==> config.mk <==
export PLATFORM = sky130hd
export DESIGN_NAME = div_iter
export DESIGN_NICKNAME = d
export VERILOG_FILES = /design/src/rtl/div_iter.sv
export SDC_FILE = /design/constraint.sdc
export NUM_CORES = 1
export LEC_CHECK = 0
export ABC_CLOCK_PERIOD_IN_PS = 10000
export BUFFER_PORTS_ARGS = -buffer_cell sky130_fd_sc_hd__buf_2
export CORE_ASPECT_RATIO = 2
export CORE_UTILIZATION = 64
export CTS_CLUSTER_DIAMETER = 40
export DETAILED_ROUTE_END_ITERATION = 10
export GPL_ROUTABILITY_DRIVEN = 1
export PLACE_DENSITY_LB_ADDON = 0.08
export SLEW_MARGIN = 20
export SYNTH_ARGS = -nofsm -noshare
export SYNTH_HDL_FRONTEND = slang
export SYNTH_SLANG_ARGS = --single-unit
==> constraint.sdc <==
create_clock -name clk -period 10 [get_ports clk]
set_input_delay 0 -clock clk [delete_from_list [all_inputs] [get_ports clk]]
set_output_delay 0 -clock clk [all_outputs]
set_load 0.02 [all_outputs]
==> src/rtl/div_iter.sv <==
// Iterative radix-2 restoring divider (signed/unsigned) answering the EX-stage start/ready handshake.
// Latency: ready_o is high WIDTH+1 edges after start is accepted, or one edge for a zero divisor; result is held until start_i drops.
module div_iter #(
  parameter int WIDTH = 32
) (
  input  logic                 clk,
  input  logic                 rst,
  input  logic                 signed_div_i,
  input  logic [WIDTH-1:0]     opdata1_i,
  input  logic [WIDTH-1:0]     opdata2_i,
  input  logic                 start_i,
  input  logic                 annul_i,
  output logic [2*WIDTH-1:0]   result_o,
  output logic                 ready_o
);

  localparam int CW = $clog2(WIDTH) + 1;

  typedef enum logic [1:0] {
    S_IDLE    = 2'b00,
    S_DIVZERO = 2'b01,
    S_ON      = 2'b10,
    S_END     = 2'b11
  } state_t;

  state_t               r_state;
  state_t               w_state_nxt;
  logic [CW-1:0]        r_cnt;
  logic [2*WIDTH-1:0]   r_work;
  logic [WIDTH-1:0]     r_divisor;
  logic                 r_signed;
  logic                 r_neg1;
  logic                 r_neg2;
  logic [2*WIDTH-1:0]   r_result;
  logic                 r_ready;

  logic                 w_accept;
  logic                 w_steps_done;
  logic [WIDTH-1:0]     w_mag1;
  logic [WIDTH-1:0]     w_mag2;
  logic [WIDTH:0]       w_upper;
  logic [WIDTH:0]       w_trial;
  logic                 w_sub_ok;
  logic [WIDTH-1:0]     w_quo;
  logic [WIDTH-1:0]     w_rem;
  logic [2*WIDTH-1:0]   w_result_nxt;
  logic                 w_ready_nxt;

  assign w_accept     = start_i && !annul_i;
  assign w_steps_done = (r_cnt == CW'(WIDTH));

  always_comb begin
    w_mag1 = opdata1_i;
    w_mag2 = opdata2_i;
    if (signed_div_i && opdata1_i[WIDTH-1]) w_mag1 = -opdata1_i;
    if (signed_div_i && opdata2_i[WIDTH-1]) w_mag2 = -opdata2_i;
  end

  // Upper WIDTH+1 bits of the working register after the left shift; the shifted-in bit is the new quotient bit.
  assign w_upper  = r_work[2*WIDTH-1:WIDTH-1];
  assign w_trial  = w_upper - {1'b0, r_divisor};
  assign w_sub_ok = ~w_trial[WIDTH];

  always_comb begin
    w_quo = r_work[WIDTH-1:0];
    w_rem = r_work[2*WIDTH-1:WIDTH];
    if (r_signed && (r_neg1 ^ r_neg2)) w_quo = -r_work[WIDTH-1:0];
    if (r_signed && r_neg1)            w_rem = -r_work[2*WIDTH-1:WIDTH];
  end

  // State register, with the registered outputs.
  always_ff @(posedge clk) begin
    if (rst) begin
      r_state  <= S_IDLE;
      r_result <= '0;
      r_ready  <= 1'b0;
    end else begin
      r_state  <= w_state_nxt;
      r_result <= w_result_nxt;
      r_ready  <= w_ready_nxt;
    end
  end

  // Next-state logic.
  always_comb begin
    w_state_nxt = r_state;
    case (r_state)
      S_IDLE: begin
        if (w_accept) w_state_nxt = (opdata2_i == '0) ? S_DIVZERO : S_ON;
      end
      S_DIVZERO: begin
        w_state_nxt = annul_i ? S_IDLE : S_END;
      end
      S_ON: begin
        if (annul_i)           w_state_nxt = S_IDLE;
        else if (w_steps_done) w_state_nxt = S_END;
      end
      S_END: begin
        if (!start_i) w_state_nxt = S_IDLE;
      end
      default: w_state_nxt = S_IDLE;
    endcase
  end

  // Output logic: next values of the registered outputs.
  always_comb begin
    w_ready_nxt  = (w_state_nxt == S_END);
    w_result_nxt = '0;
    if (r_state == S_ON && w_steps_done && !annul_i)
      w_result_nxt = {w_rem, w_quo};
    else if (r_state == S_END && start_i)
      w_result_nxt = r_result;
  end

  always_ff @(posedge clk) begin
    if (rst) begin
      r_cnt     <= '0;
      r_work    <= '0;
      r_divisor <= '0;
      r_signed  <= 1'b0;
      r_neg1    <= 1'b0;
      r_neg2    <= 1'b0;
    end else begin
      if (r_state == S_IDLE && w_accept && opdata2_i != '0) begin
        r_cnt     <= '0;
        r_work    <= {{WIDTH{1'b0}}, w_mag1};
        r_divisor <= w_mag2;
        r_signed  <= signed_div_i;
        r_neg1    <= signed_div_i & opdata1_i[WIDTH-1];
        r_neg2    <= signed_div_i & opdata2_i[WIDTH-1];
      end else if (r_state == S_ON && !annul_i && !w_steps_done) begin
        r_work <= {(w_sub_ok ? w_trial[WIDTH-1:0] : w_upper[WIDTH-1:0]),
                   r_work[WIDTH-2:0], w_sub_ok};
        r_cnt  <= r_cnt + 1'b1;
      end
    end
  end

  assign result_o = r_result;
  assign ready_o  = r_ready;

endmodule

==> qor_table.md, run 1 <==
| Metric | Value | Unit |
|:---|:---|:---|
| Part of the cycle the worst path needs | 40.4 | % |
| Switching Fraction | 33.8 | % |
| Master of the slowest instance on the critical path | sky130_fd_sc_hd__buf_4 | - |
| Drt total wl | 35100 | um |
| Area of combinational cells with multiple inputs | 6890 | um^2 |
| Power density over cell area | 146 | nW/um^2 |
| Clock transition time at the flip-flop clock pins of the worst setup and hold paths | 70 | ps |
| Fraction of layout instances using a drive strength above 1 | 12.7 | % |
| Min-delay worst type | input port to register | - |
| Ys Warns | 0 | - |
| Fmax achieved | 0.248 | GHz |
| Worst reg2reg path depth | 12 | - |
| GRT met3 Usage | 7.60 | % |
| Per-cell routed wire length | 19.8 | um |
| Final setup violation count | 0 | - |
| Delay of the slowest cell on the worst path | 660 | ps |
| Die outline area | 17500 | um^2 |
| Sequential cell area | 3440 | um^2 |
| Violations in the final reports | negative hold slack | - |
| Sequential fraction of the synthesis area | 31.8 | % |
| Clock insertion delay at the later pin of the skew report | 440 | ps |
| Kind of critical path | input port to register | - |
| Clock tree from TritonCTS | done | - |
| Total of max-cap violations | 0 | - |
| Hold WS | -4.14 | ps |
| HPWL after detailed placement | 24600 | um |
| Crit path top cell by count | sky130_fd_sc_hd__nor2_1 | - |
| Via density | 6.33 | - |
| Reg2Reg Capture Point | r_work[62] | - |
| Post-route setup TNS | 0 | ps |
| Most common cell after layout, fill and taps aside | sky130_fd_sc_hd__nor2_1 | - |
| Worst-case register-to-register setup slack | 6220 | ps |
| Flip-flop cell with the highest count after synthesis | sky130_fd_sc_hd__dfxtp_1 | - |
| Clock Skews | 14.8 | ps |
| Logic pwr share | 23.6 | % |
| Post-synth EDFFs | 0 | - |
| Total number of placement rows | 67 | - |
| Tightest Pin Transition | 1050 | ps |
| I/O Buffers | 133 | - |
| Antenna violations before repair | 1 | - |
| Final weighted congestion in routability-driven placement | 0.968 | - |
| Number of iterations in the first detailed-routing pass | 5 | - |
| Number of design-rule violations left by the first detailed-router iteration | 616 | - |
| Root buf cell | sky130_fd_sc_hd__clkbuf_16 | - |
| Start point of the worst hold path | opdata1_i[1] | - |
| Number of H-tree levels | 4 | - |
| CTS sink count | 172 | - |
| Layout Area Growth over Synthesis | 17.1 | % |
| Unrepaired setup endpoints after global routing | false | - |
| Synth Register Bits | 172 | - |
| Cell area after synthesis | 10800 | um^2 |
| Slew HR | 29.8 | % |
| Vias in the first global route | 10800 | - |
| Kind of launch point of the worst setup path | input port | - |
| Antenna-violating nets left | 0 | - |
| Grt ovf | 0 | - |
| Power dissipated by switching net loads | 625 | uW |
| GRT Resource Usage Total | 41.4 | % |
| Utilization after layout | 76.1 | % |
| Most Used Layer, Global Route | met2 | - |
| Synthesized area per cell | 7.63 | um^2 |
| Worst R2R Start | r_work[31] | - |
| # fillers | 1292 | - |
| Count of placed standard cells including taps | 1682 | - |
| Total power after layout | 1.85 | mW |
| Slew Limit Fails | 0 | - |
| Area of the core | 16700 | um^2 |
| Clock tree buffer depth | 2 | - |
| Die width | 94.0 | um |
| Worst-path maximum fanout | 72 | - |
| Leak | 5.40 | nW |
| Count of pins on the block boundary | 134 | - |
| Power share of the clock group | 35.9 | % |
| Buf+Inv Stages, Crit Path | 3 | - |
| DRC violations left | 0 | - |
| Top cell family by delay on the critical path | simple AND/OR/NAND/NOR gates | - |
| Sequential cell fraction of total power | 40.5 | % |
| Nature of the critical path endpoint | register | - |
| Cts bufs inserted | 17 | - |
| Max rail drop VDD | 0.117 | mV |
| Syn Inst Count | 1422 | - |
| Library cells used by synthesis | 73 | - |
| Arr. time, crit path | 4370 | ps |
| Vias | 11200 | - |
| Endpoints failing hold | 1 | - |
| Vertical extent of the die | 186 | um |
| Hold path cells | 4 | - |
| Crit-path cells | dlygate4sd3_1 -> buf_2 -> nor4_2 -> nand4b_1 -> or4_1 -> nor2_1 -> nand3_1 -> nor3_2 -> nand4bb_4 -> buf_4 -> nor2_1 -> a211oi_1 | - |
| Async set-reset flop share out of synthesis | 0 | % |
| Worst Path Required | 10340 | ps |
| Net count of the mapped netlist | 1530 | - |
| Pin count of the biggest net entering global routing | 73 | - |
| Post-route minimum period | 4040 | ps |
| Met1 layer usage reported by global route | 36.4 | % |
| # nets final | 1661 | - |
| Setup bufs post-CTS | 0 | - |
| Internal power consumption | 1.22 | mW |
| Endpoint with the worst hold slack | r_work[1] | - |
| Fin cells | 1774 | - |
| Result of the run | finished with violations | - |
| Leading cell types in the layout, fill and taps excluded | 226 x sky130_fd_sc_hd__nor2_1, 172 x sky130_fd_sc_hd__dfxtp_1, 153 x sky130_fd_sc_hd__nand2_1 | - |
| Effective utilization at floorplan | 65.0 | % |
| Global-route wire length before repair | 54700 | um |
| GR met2 Demand/Resource | 73.9 | % |
state kept, by name, summed over array words and instances, names as in the netlist, 2 cells and up:
name       count
r_cnt          6
r_state        2
result_o      64
r_work        64
r_divisor     32
kinds of logic after synthesis:
logic type	Yosys count	share of synthesized area, %
compound gates	406	25.0
fa+ha+maj	39	4.57
xor+xnor	148	12.1
buf+inv	140	5.05
flops	172	31.8
mux	5	0.473
simple gates	512	21.1
worst max path at each step:
stage | start | endpoint | slack (ps) | depth (start not counted)
floorplan | r_work[31] | r_work[61] | 6850 | 13
global placement | r_work[32] | r_work[62] | 6390 | 11
detailed placement | r_work[31] | r_work[62] | 6300 | 12
CTS | opdata2_i[10] | r_divisor[21] | 6200 | 12
global route | opdata2_i[10] | r_work[4] | 5680 | 12
finish | opdata2_i[10] | r_divisor[4] | 5960 | 12
stage by stage:
step	instance area [um^2]	setup WS, ps	hold WS, ps
CTS	12700	6200	5.33
floorplan	10800	6850	136
finish	12700	5960	-4.14
global route	12700	5680	23.8
detailed placement	11500	6300	328
global placement	11500	6390	317
power groups by stage:
stage	registers (mW)	clock network, mW	logic, mW
finish	0.749	0.663	0.436
global route	0.751	0.695	0.477
CTS	0.746	0.666	0.428
detailed placement	0.762	0	0.407
global placement	0.762	0	0.402
floorplan	0.743	0	0.310
metal layers:
| layer | vias up | wire length, um |
|---|---|---|
| li1 | 5316 | - |
| met1 | 5196 | 11100 |
| met2 | 486 | 18000 |
| met3 | 236 | 1680 |
| met4 | 0 | 4360 |
| met5 | - | 0 |
Yosys cell counts (all sizes together), types with 3 or more instances:
master	count	area, um^2
dfxtp	172	3440
xor2	70	621
inv	51	191
a211oi	46	345
nand2	154	581
o21bai	5	48.8
o31ai	15	113
a32o	3	30.0
ha	38	475
nor2	229	865
o41ai	11	111
o211ai	5	37.5
nor4	16	113
nand4	7	43.8
or2	5	31.3
xnor2	78	691
and3	7	43.8
nand3	19	95.1
a31oi	15	93.8
or3	11	68.8
or4	12	93.8
a22o	11	96.3
a311oi	31	272
clkbuf	71	267
a21o	22	165
nor3b	3	22.5
o21ai	87	435
nor2b	5	31.3
a21oi	90	454
and2	7	43.8
buf	18	90.1
mux2i	4	40.0
nand2b	8	50.1
nor3	18	95.1
a22oi	49	368
layout make-up:
type	instances	area share [%]
Multi-Input combinational cell	1110	54.3
Inverter	51	1.51
Clock inverter	14	1.15
Clock buffer	18	3.46
Tap cell	207	2.04
Antenna cell	1	0.0197
Timing Repair Buffer	201	10.4
Sequential cell	172	27.1
worst register-to-register path, stage by stage (launching register included):
cell	delay (ps)
sky130_fd_sc_hd__dfxtp_1	360
sky130_fd_sc_hd__inv_1	90
sky130_fd_sc_hd__ha_1	240
sky130_fd_sc_hd__fa_1	410
sky130_fd_sc_hd__nand2b_1	180
sky130_fd_sc_hd__a21oi_1	170
sky130_fd_sc_hd__nor4_1	90
sky130_fd_sc_hd__o31a_1	370
sky130_fd_sc_hd__o221ai_1	360
sky130_fd_sc_hd__a31o_2	330
sky130_fd_sc_hd__xor2_2	660
sky130_fd_sc_hd__mux2i_1	170
sky130_fd_sc_hd__a211oi_1	260
repair_timing:
action | 4_1_cts | 5_1_grt
resized for setup | 0 | 0
hold buffers | 59 | 0
endpoints found under the hold margin | 58 | 0
No activity file was read; power rests on OpenSTA's default activity.
==> inputs of run 2 (changes only) <==
--- a/config.mk
+++ b/config.mk
@@ -5,10 +5,10 @@
 export SDC_FILE = /design/constraint.sdc
 export NUM_CORES = 1
 export LEC_CHECK = 0
-export ABC_CLOCK_PERIOD_IN_PS = 10000
+export ABC_CLOCK_PERIOD_IN_PS = 3300
 export BUFFER_PORTS_ARGS = -buffer_cell sky130_fd_sc_hd__buf_2
 export CORE_ASPECT_RATIO = 2
-export CORE_UTILIZATION = 64
+export CORE_UTILIZATION = 54
 export CTS_CLUSTER_DIAMETER = 40
 export DETAILED_ROUTE_END_ITERATION = 10
 export GPL_ROUTABILITY_DRIVEN = 1
==> constraint.sdc (replaced) <==
create_clock -name clk -period 3.3 [get_ports clk]
set_input_delay 0 -clock clk [delete_from_list [all_inputs] [get_ports clk]]
set_output_delay 0 -clock clk [all_outputs]
set_load 0.02 [all_outputs]
==> run 2 against run 1 <==
Effect of this change: the flow now finishes without violations; via count rose by 1.2%; sequential power grew to 3.0 times the previous value; routed wire length up 5.6%.
==> qor_table.md, run 2 (synthesis gave the netlist of run 1 again) <==
| Metric | Value | Unit | Delta |
|:---|:---|:---|:---|
| Kind of critical path | register to register | - |  |
| Antenna-violating nets left | 0 | - | unchanged |
| Final setup violation count | 0 | - | unchanged |
| Antenna violations before repair | 0 | - | -1 |
| Post-route setup TNS | 0 | ps | unchanged |
| Hold WS | 9.02 | ps | +13.2 ps |
| Clock Skews | 12.1 | ps | -2.67 ps |
| Endpoints failing hold | 0 | - | -1 |
| Die outline area | 20700 | um^2 | +18% |
| Number of H-tree levels | 4 | - | unchanged |
| Cts bufs inserted | 17 | - | unchanged |
| Utilization after layout | 66.4 | % | -9.7 points |
| Nature of the critical path endpoint | register | - |  |
| Effective utilization at floorplan | 54.7 | % | -10 points |
| Layout Area Growth over Synthesis | 21.5 | % |  |
| Number of design-rule violations left by the first detailed-router iteration | 638 | - | +3.6% |
| HPWL after detailed placement | 26800 | um | +9.0% |
| Vertical extent of the die | 202 | um | +8.8% |
| Per-cell routed wire length | 19.8 | um | +0.16% |
| # nets final | 1706 | - | +2.7% |
| Total of max-cap violations | 0 | - | unchanged |
| Fmax achieved | 0.316 | GHz |  |
| Total number of placement rows | 73 | - | +9.0% |
| Part of the cycle the worst path needs | 96.0 | % |  |
| Drt total wl | 37100 | um | +5.6% |
| Vias in the first global route | 10800 | - | +0.22% |
| Slew HR | 31.8 | % | +2.0 points |
| CTS sink count | 172 | - | unchanged |
| Grt ovf | 0 | - | unchanged |
| Clock insertion delay at the later pin of the skew report | 460 | ps | +20 ps |
| Pin count of the biggest net entering global routing | 77 | - | +5.5% |
| Leak | 5.66 | nW | +4.8% |
| Max rail drop VDD | 0.378 | mV | +220% |
| Root buf cell | sky130_fd_sc_hd__clkbuf_16 | - |  |
| Number of iterations in the first detailed-routing pass | 6 | - | +1 |
| Die width | 102 | um | +8.7% |
| Min-delay worst type | input port to register | - |  |
| I/O Buffers | 133 | - | unchanged |
| Final weighted congestion in routability-driven placement | 0.974 | - | +0.60% |
| DRC violations left | 0 | - | unchanged |
| Worst-path maximum fanout | 5 | - | -93% |
| Area of the core | 19800 | um^2 | +19% |
| Clock tree from TritonCTS | done | - |  |
| Power density over cell area | 430 | nW/um^2 | +200% |
| Count of pins on the block boundary | 134 | - | unchanged |
| Clock transition time at the flip-flop clock pins of the worst setup and hold paths | 70 | ps | about the same |
| Arr. time, crit path | 3520 | ps | -850 ps |
| Via density | 6.07 | - | -4.1% |
| Result of the run | finished clean | - |  |
| Post-route minimum period | 3170 | ps |  |
| Vias | 11400 | - | +1.2% |
| Clock tree buffer depth | 2 | - | unchanged |
| GRT Resource Usage Total | 36.0 | % | -5.3 points |
| Most common cell after layout, fill and taps aside | sky130_fd_sc_hd__nor2_1 | - |  |
| Kind of launch point of the worst setup path | register | - |  |
| Fraction of layout instances using a drive strength above 1 | 15.8 | % | +3.1 points |
| Global-route wire length before repair | 55600 | um | +1.7% |
| Tightest Pin Transition | 1020 | ps | -30.8 ps |
| Slew Limit Fails | 0 | - | unchanged |
| Leading cell types in the layout, fill and taps excluded | 225 x sky130_fd_sc_hd__nor2_1, 172 x sky130_fd_sc_hd__dfxtp_1, 153 x sky130_fd_sc_hd__nand2_1 | - |  |
| Number of antenna diodes | 0 | - | -1 |
| Worst Path Required | 3650 | ps | -6690 ps |
## run 2: cell count changes in the layout (fill, tap and decap cells not counted), moves of 2 or more
cell | previous run | this run
sky130_fd_sc_hd__buf_12 | 0 | 5
sky130_fd_sc_hd__buf_4 | 10 | 53
sky130_fd_sc_hd__clkinv_8 | 2 | 0
sky130_fd_sc_hd__dlygate4sd3_1 | 59 | 54
sky130_fd_sc_hd__inv_6 | 4 | 8
sky130_fd_sc_hd__inv_8 | 4 | 0
## run 2: area by class of cell
type | count | area (um^2)
Inverter | 51 | 191
Tap cell | 262 | 328
Timing Repair Buffer | 246 | 1740
Sequential cell | 172 | 3440
Clock buffer | 18 | 439
Fill cell | 1740 | 6650
Clock inverter | 12 | 101
Multi-Input combinational cell | 1110 | 6930
## run 2: repair_timing
| action | CTS | global route |
|---|---|---|
| hold endpoints to repair | 54 | 0 |
| setup buffers | 0 | 2 |
| hold buffers | 54 | 0 |
| gates resized for setup | 0 | 8 |
| setup endpoints to repair | 0 | 43 |
## run 2: path summary, 6_finish.rpt
check	from	to	slack (ps)	cells after the start
setup / recovery	r_work[8]	result_o[31]	130	9
hold / removal	opdata1_i[22]	r_work[22]	9	4
setup reg to reg	r_work[8]	result_o[31]	130	9
hold reg to reg	r_divisor[26]	r_divisor[26]	450	2
## run 2: worst max-delay path, stage by stage, from the launching register on
cell                      delay, ps
sky130_fd_sc_hd__dfxtp_1        370
sky130_fd_sc_hd__nor2_2         180
sky130_fd_sc_hd__or4b_4         540
sky130_fd_sc_hd__or4_4          520
sky130_fd_sc_hd__or2_0          270
sky130_fd_sc_hd__o31a_1         330
sky130_fd_sc_hd__nor2_1         250
sky130_fd_sc_hd__o21ai_0        230
sky130_fd_sc_hd__xnor2_1        170
sky130_fd_sc_hd__a22o_1         210
## run 2: stage by stage
| step | instance area [um^2] | cells | setup WS, ps | power (mW) |
|---|---|---|---|---|
| floorplan | 10800 | 1422 | 152 | 3.19 |
| global placement | 12000 | 1784 | 130 | 3.63 |
| detailed placement | 12000 | 1784 | 59.6 | 3.65 |
| CTS | 13100 | 1868 | 7.90 | 5.59 |
| global route | 13200 | 1871 | -14.6 | 5.90 |
| finish | 13200 | 1871 | 131 | 5.67 |
## run 2: per-layer routing
metal  wire length [um]  vias to the layer above  global-route usage [%]
li1                   -                     5388                       -
met1              11800                     5384                    32.3
met2              19800                      396                    65.6
met3               1700                      197                    7.43
met4               3770                        0                    31.4
met5                  0                        -                       0
## run 2: power by group
| part | switching [mW] | total, mW | leakage [nW] | internal (mW) |
|---|---|---|---|---|
| combinational | 0.886 | 1.51 | 4.00 | 0.629 |
| clock | 0.916 | 1.91 | 0.269 | 0.994 |
| sequential | 0.0918 | 2.24 | 1.40 | 2.15 |
==> inputs of run 3 (changes only) <==
--- a/config.mk
+++ b/config.mk
@@ -5,13 +5,15 @@
 export SDC_FILE = /design/constraint.sdc
 export NUM_CORES = 1
 export LEC_CHECK = 0
-export ABC_CLOCK_PERIOD_IN_PS = 3300
+export ABC_CLOCK_PERIOD_IN_PS = 4050
 export BUFFER_PORTS_ARGS = -buffer_cell sky130_fd_sc_hd__buf_2
 export CORE_ASPECT_RATIO = 2
-export CORE_UTILIZATION = 54
+export CORE_UTILIZATION = 64
 export CTS_CLUSTER_DIAMETER = 40
+export CTS_CLUSTER_SIZE = 30
 export DETAILED_ROUTE_END_ITERATION = 10
 export GPL_ROUTABILITY_DRIVEN = 1
+export HOLD_SLACK_MARGIN = 0.06
 export PLACE_DENSITY_LB_ADDON = 0.08
 export SLEW_MARGIN = 20
 export SYNTH_ARGS = -nofsm -noshare
==> constraint.sdc (replaced) <==
create_clock -name clk -period 4.05 [get_ports clk]
set_input_delay 0 -clock clk [delete_from_list [all_inputs] [get_ports clk]]
set_output_delay 0 -clock clk [all_outputs]
set_load 0.02 [all_outputs]
==> run 3 against run 2 <==
Effect of this change: routed wire length decreased by 3.2%; cell count decreased by 3.8%; worst setup slack improved by 210 ps; sequential share of layout area increased by 0.43 points; count of clock-buffer cells in the layout unchanged; critical path depth increased by 4; power decreased by 18%; worst hold slack improved by 80 ps; non-clock buffer count decreased by 19; die area decreased by 15%; flip-flop and latch count unchanged; critical path type unchanged.
==> qor_table.md, run 3 (synthesis gave the netlist of run 1 again) <==
| Metric | Value | Unit | Delta |
|:---|:---|:---|:---|
| Result of the run | finished clean | - |  |
| Grt ovf | 0 | - | unchanged |
| # nets final | 1687 | - | -1.1% |
| Cts bufs inserted | 17 | - | unchanged |
| Die outline area | 17500 | um^2 | -15% |
| Vertical extent of the die | 186 | um | -8.1% |
| Power share of the clock group | 36.3 | % | +2.6 points |
| Post-route minimum period | 3700 | ps | +535 ps |
| Hold path cells | 4 | - | unchanged |
| Sum of met3 wire segment lengths after detailed routing | 1570 | um | -7.7% |
| # fillers | 1264 | - | -27% |
| Arr. time, crit path | 4030 | ps | +510 ps |
| Worst Path Required | 4370 | ps | +720 ps |
| Endpoint with the worst hold slack | r_divisor[14] | - |  |
| Nature of the critical path endpoint | register | - |  |
| Clock tree from TritonCTS | done | - |  |
| Number of H-tree levels | 4 | - | unchanged |
| Effective utilization at floorplan | 65.0 | % | +10 points |
| Clock Skews | 9.46 | ps | -2.68 ps |
| Layout Area Growth over Synthesis | 19.5 | % |  |
| Clock transition time at the flip-flop clock pins of the worst setup and hold paths | 70 | ps | about the same |
| Crit path depth | 13 | - | +4 |
| Leading cell types in the layout, fill and taps excluded | 226 x sky130_fd_sc_hd__nor2_1, 172 x sky130_fd_sc_hd__dfxtp_1, 153 x sky130_fd_sc_hd__nand2_1 | - |  |
| Top cell family by delay on the critical path | compound AO/OA/AOI/OAI gates | - |  |
| Slew Limit Fails | 0 | - | unchanged |
| Reg2Reg Capture Point | r_work[36] | - |  |
| Number of gates resized after CTS | 0 | - | unchanged |
| I/O Buffers | 133 | - | unchanged |
| Number of design-rule violations left by the first detailed-router iteration | 619 | - | -3.0% |
| Sequential cell fraction of total power | 39.4 | % | about the same |
| Met1 wire length | 11300 | um | -3.8% |
| Total power after layout | 4.66 | mW | -18% |
| Delay of the slowest cell on the worst path | 470 | ps | -70 ps |
| Most common cell after layout, fill and taps aside | sky130_fd_sc_hd__nor2_1 | - |  |
| Unrepaired setup endpoints after global routing | false | - |  |
| Antenna violations before repair | 0 | - | unchanged |
| Min-delay worst type | input port to register | - |  |
| Root buf cell | sky130_fd_sc_hd__clkbuf_16 | - |  |
| Pin count of the biggest net entering global routing | 76 | - | -1.3% |
| Antenna-violating nets left | 0 | - | unchanged |
| Leak | 5.56 | nW | -1.9% |
| Via density | 6.36 | - | +4.8% |
| Amount of wire on met2 after detailed routing | 18700 | um | -5.7% |
| Max rail drop VDD | 0.340 | mV | -10% |
| Per-cell routed wire length | 19.9 | um | +0.64% |
| Fmax achieved | 0.270 | GHz | -14% |
| Total number of placement rows | 67 | - | -8.2% |
| Number of iterations in the first detailed-routing pass | 6 | - | unchanged |
| Final weighted congestion in routability-driven placement | 0.977 | - | +0.29% |
| Power dissipated by switching net loads | 1.55 | mW | -18% |
| Vias | 11400 | - | +0.72% |
| CTS sink count | 172 | - | unchanged |
| Master of the slowest instance on the critical path | sky130_fd_sc_hd__fa_1 | - |  |
| Top routing layer used | met4 | - |  |
| Clock insertion delay at the later pin of the skew report | 450 | ps | about the same |
| Total of max-cap violations | 0 | - | unchanged |
| Worst reg2reg path depth | 13 | - | +4 |
| GRT Resource Usage Total | 41.5 | % | +5.4 points |
| Logic pwr share | 24.3 | % | -2.4 points |
| Die width | 94.0 | um | -8.0% |
| Kind of critical path | register to register | - |  |
| Tightest Pin Transition | 1040 | ps | +16.6 ps |
| HPWL after detailed placement | 25300 | um | -5.6% |
| DRC violations left | 0 | - | unchanged |
| Drt total wl | 35900 | um | -3.2% |
| Area of the core | 16700 | um^2 | -16% |
| Slew HR | 30.7 | % | -1.1 points |
| Crit path top cell by count | sky130_fd_sc_hd__nor2_1 | - |  |
| Vias in the first global route | 11100 | - | +2.4% |
| Start point of the worst hold path | opdata2_i[14] | - |  |
| Power density over cell area | 360 | nW/um^2 | -16% |
| Setup bufs post-CTS | 0 | - | unchanged |
| Part of the cycle the worst path needs | 91.5 | % | -4.6 points |
| Worst-case register-to-register setup slack | 350 | ps | +210 ps |
| Switching Fraction | 33.2 | % | -0.19 points |
| Clock tree buffer depth | 2 | - | unchanged |
| Internal power consumption | 3.11 | mW | -17% |
| Fraction of layout instances using a drive strength above 1 | 13.7 | % | -2.1 points |
| Kind of launch point of the worst setup path | register | - |  |
| Buf+Inv Stages, Crit Path | 2 | - | +2 |
| Final setup violation count | 0 | - | unchanged |
| Endpoints failing hold | 0 | - | unchanged |
| Worst-path maximum fanout | 24 | - | +19 |
| Count of pins on the block boundary | 134 | - | unchanged |
| Post-route setup TNS | 0 | ps | unchanged |
| Global-route wire length before repair | 54600 | um | -1.8% |
| Worst R2R Start | r_work[32] | - |  |
| Crit-path cells | inv_1 -> fa_1 -> nand2b_1 -> a21oi_1 -> nor4_1 -> o31a_1 -> o221ai_1 -> a31o_2 -> xnor2_2 -> buf_12 -> nor2_1 -> a211oi_1 -> nor2_1 | - |  |
| Number of antenna diodes | 0 | - | unchanged |
==> run 3: final cells by class <==
| class | instances | area [um^2] | area share, % |
|---|---|---|---|
| repair buffers | 227 | 1560 | 12.1 |
| flip-flops and latches | 172 | 3440 | 26.6 |
| multi-input cells | 1110 | 6890 | 53.2 |
| clock inverters | 14 | 166 | 1.28 |
| clock buffers | 18 | 439 | 3.39 |
| inverters | 51 | 191 | 1.48 |
| well taps | 207 | 259 | 2.00 |
==> run 3: worst register-to-register path: stages (launching register included) <==
cell and delay [ps]:
sky130_fd_sc_hd__dfxtp_1 460, sky130_fd_sc_hd__inv_1 150, sky130_fd_sc_hd__fa_1 470, sky130_fd_sc_hd__nand2b_1 180, sky130_fd_sc_hd__a21oi_1 180, sky130_fd_sc_hd__nor4_1 100, sky130_fd_sc_hd__o31a_1 360, sky130_fd_sc_hd__o221ai_1 410
sky130_fd_sc_hd__a31o_2 340, sky130_fd_sc_hd__xnor2_2 280, sky130_fd_sc_hd__buf_12 240, sky130_fd_sc_hd__nor2_1 70, sky130_fd_sc_hd__a211oi_1 260, sky130_fd_sc_hd__nor2_1 80
==> run 3: repair_timing <==
item / 4_1_cts / 5_1_grt
hold buffers: 66 / 0
endpoints found under the setup margin: 0 / 0
hold endpoints to repair: 65 / 0
==> run 3: power groups by stage <==
stage	Sequential [mW]	Clock, mW	Combinational (mW)
5_1_grt	1.84	1.76	1.24
4_1_cts	1.83	1.69	1.11
6_report	1.84	1.69	1.13
3_5_place_dp	1.87	0	1.05
3_3_place_gp	1.87	0	1.04
2_1_floorplan	1.84	0	0.765
==> run 3: metrics by stage <==
| step | std cells | setup slack (ps) | util, % | instance area [um^2] | hold WS (ps) |
|---|---|---|---|---|---|
| floorplan | 1422 | 902 | - | 10800 | 136 |
| detailed placement | 1701 | 441 | 70.1 | 11700 | 306 |
| global route | 1799 | 71.3 | 77.6 | 13000 | 97.4 |
| global placement | 1701 | 557 | 70.1 | 11700 | 308 |
| CTS | 1799 | 399 | 77.6 | 13000 | 65.9 |
| finish | 1799 | 346 | 77.6 | 13000 | 88.9 |
==> run 3: worst max path at each step <==
stage | start | to | slack, ps
2_1_floorplan | r_work[31] | r_work[61] | 900
3_3_place_gp | r_work[32] | r_work[51] | 560
3_5_place_dp | r_work[31] | r_work[47] | 440
4_1_cts | r_work[31] | r_work[36] | 400
5_1_grt | r_work[32] | r_work[36] | 70
6_report | r_work[32] | r_work[36] | 350
==> run 3: layer usage <==
layer / up-vias / track usage, %
li1: 5348 / -
met1: 5384 / 35.3
met2: 498 / 75.0
met3: 217 / 7.11
met4: 0 / 45.7
met5: - / 0
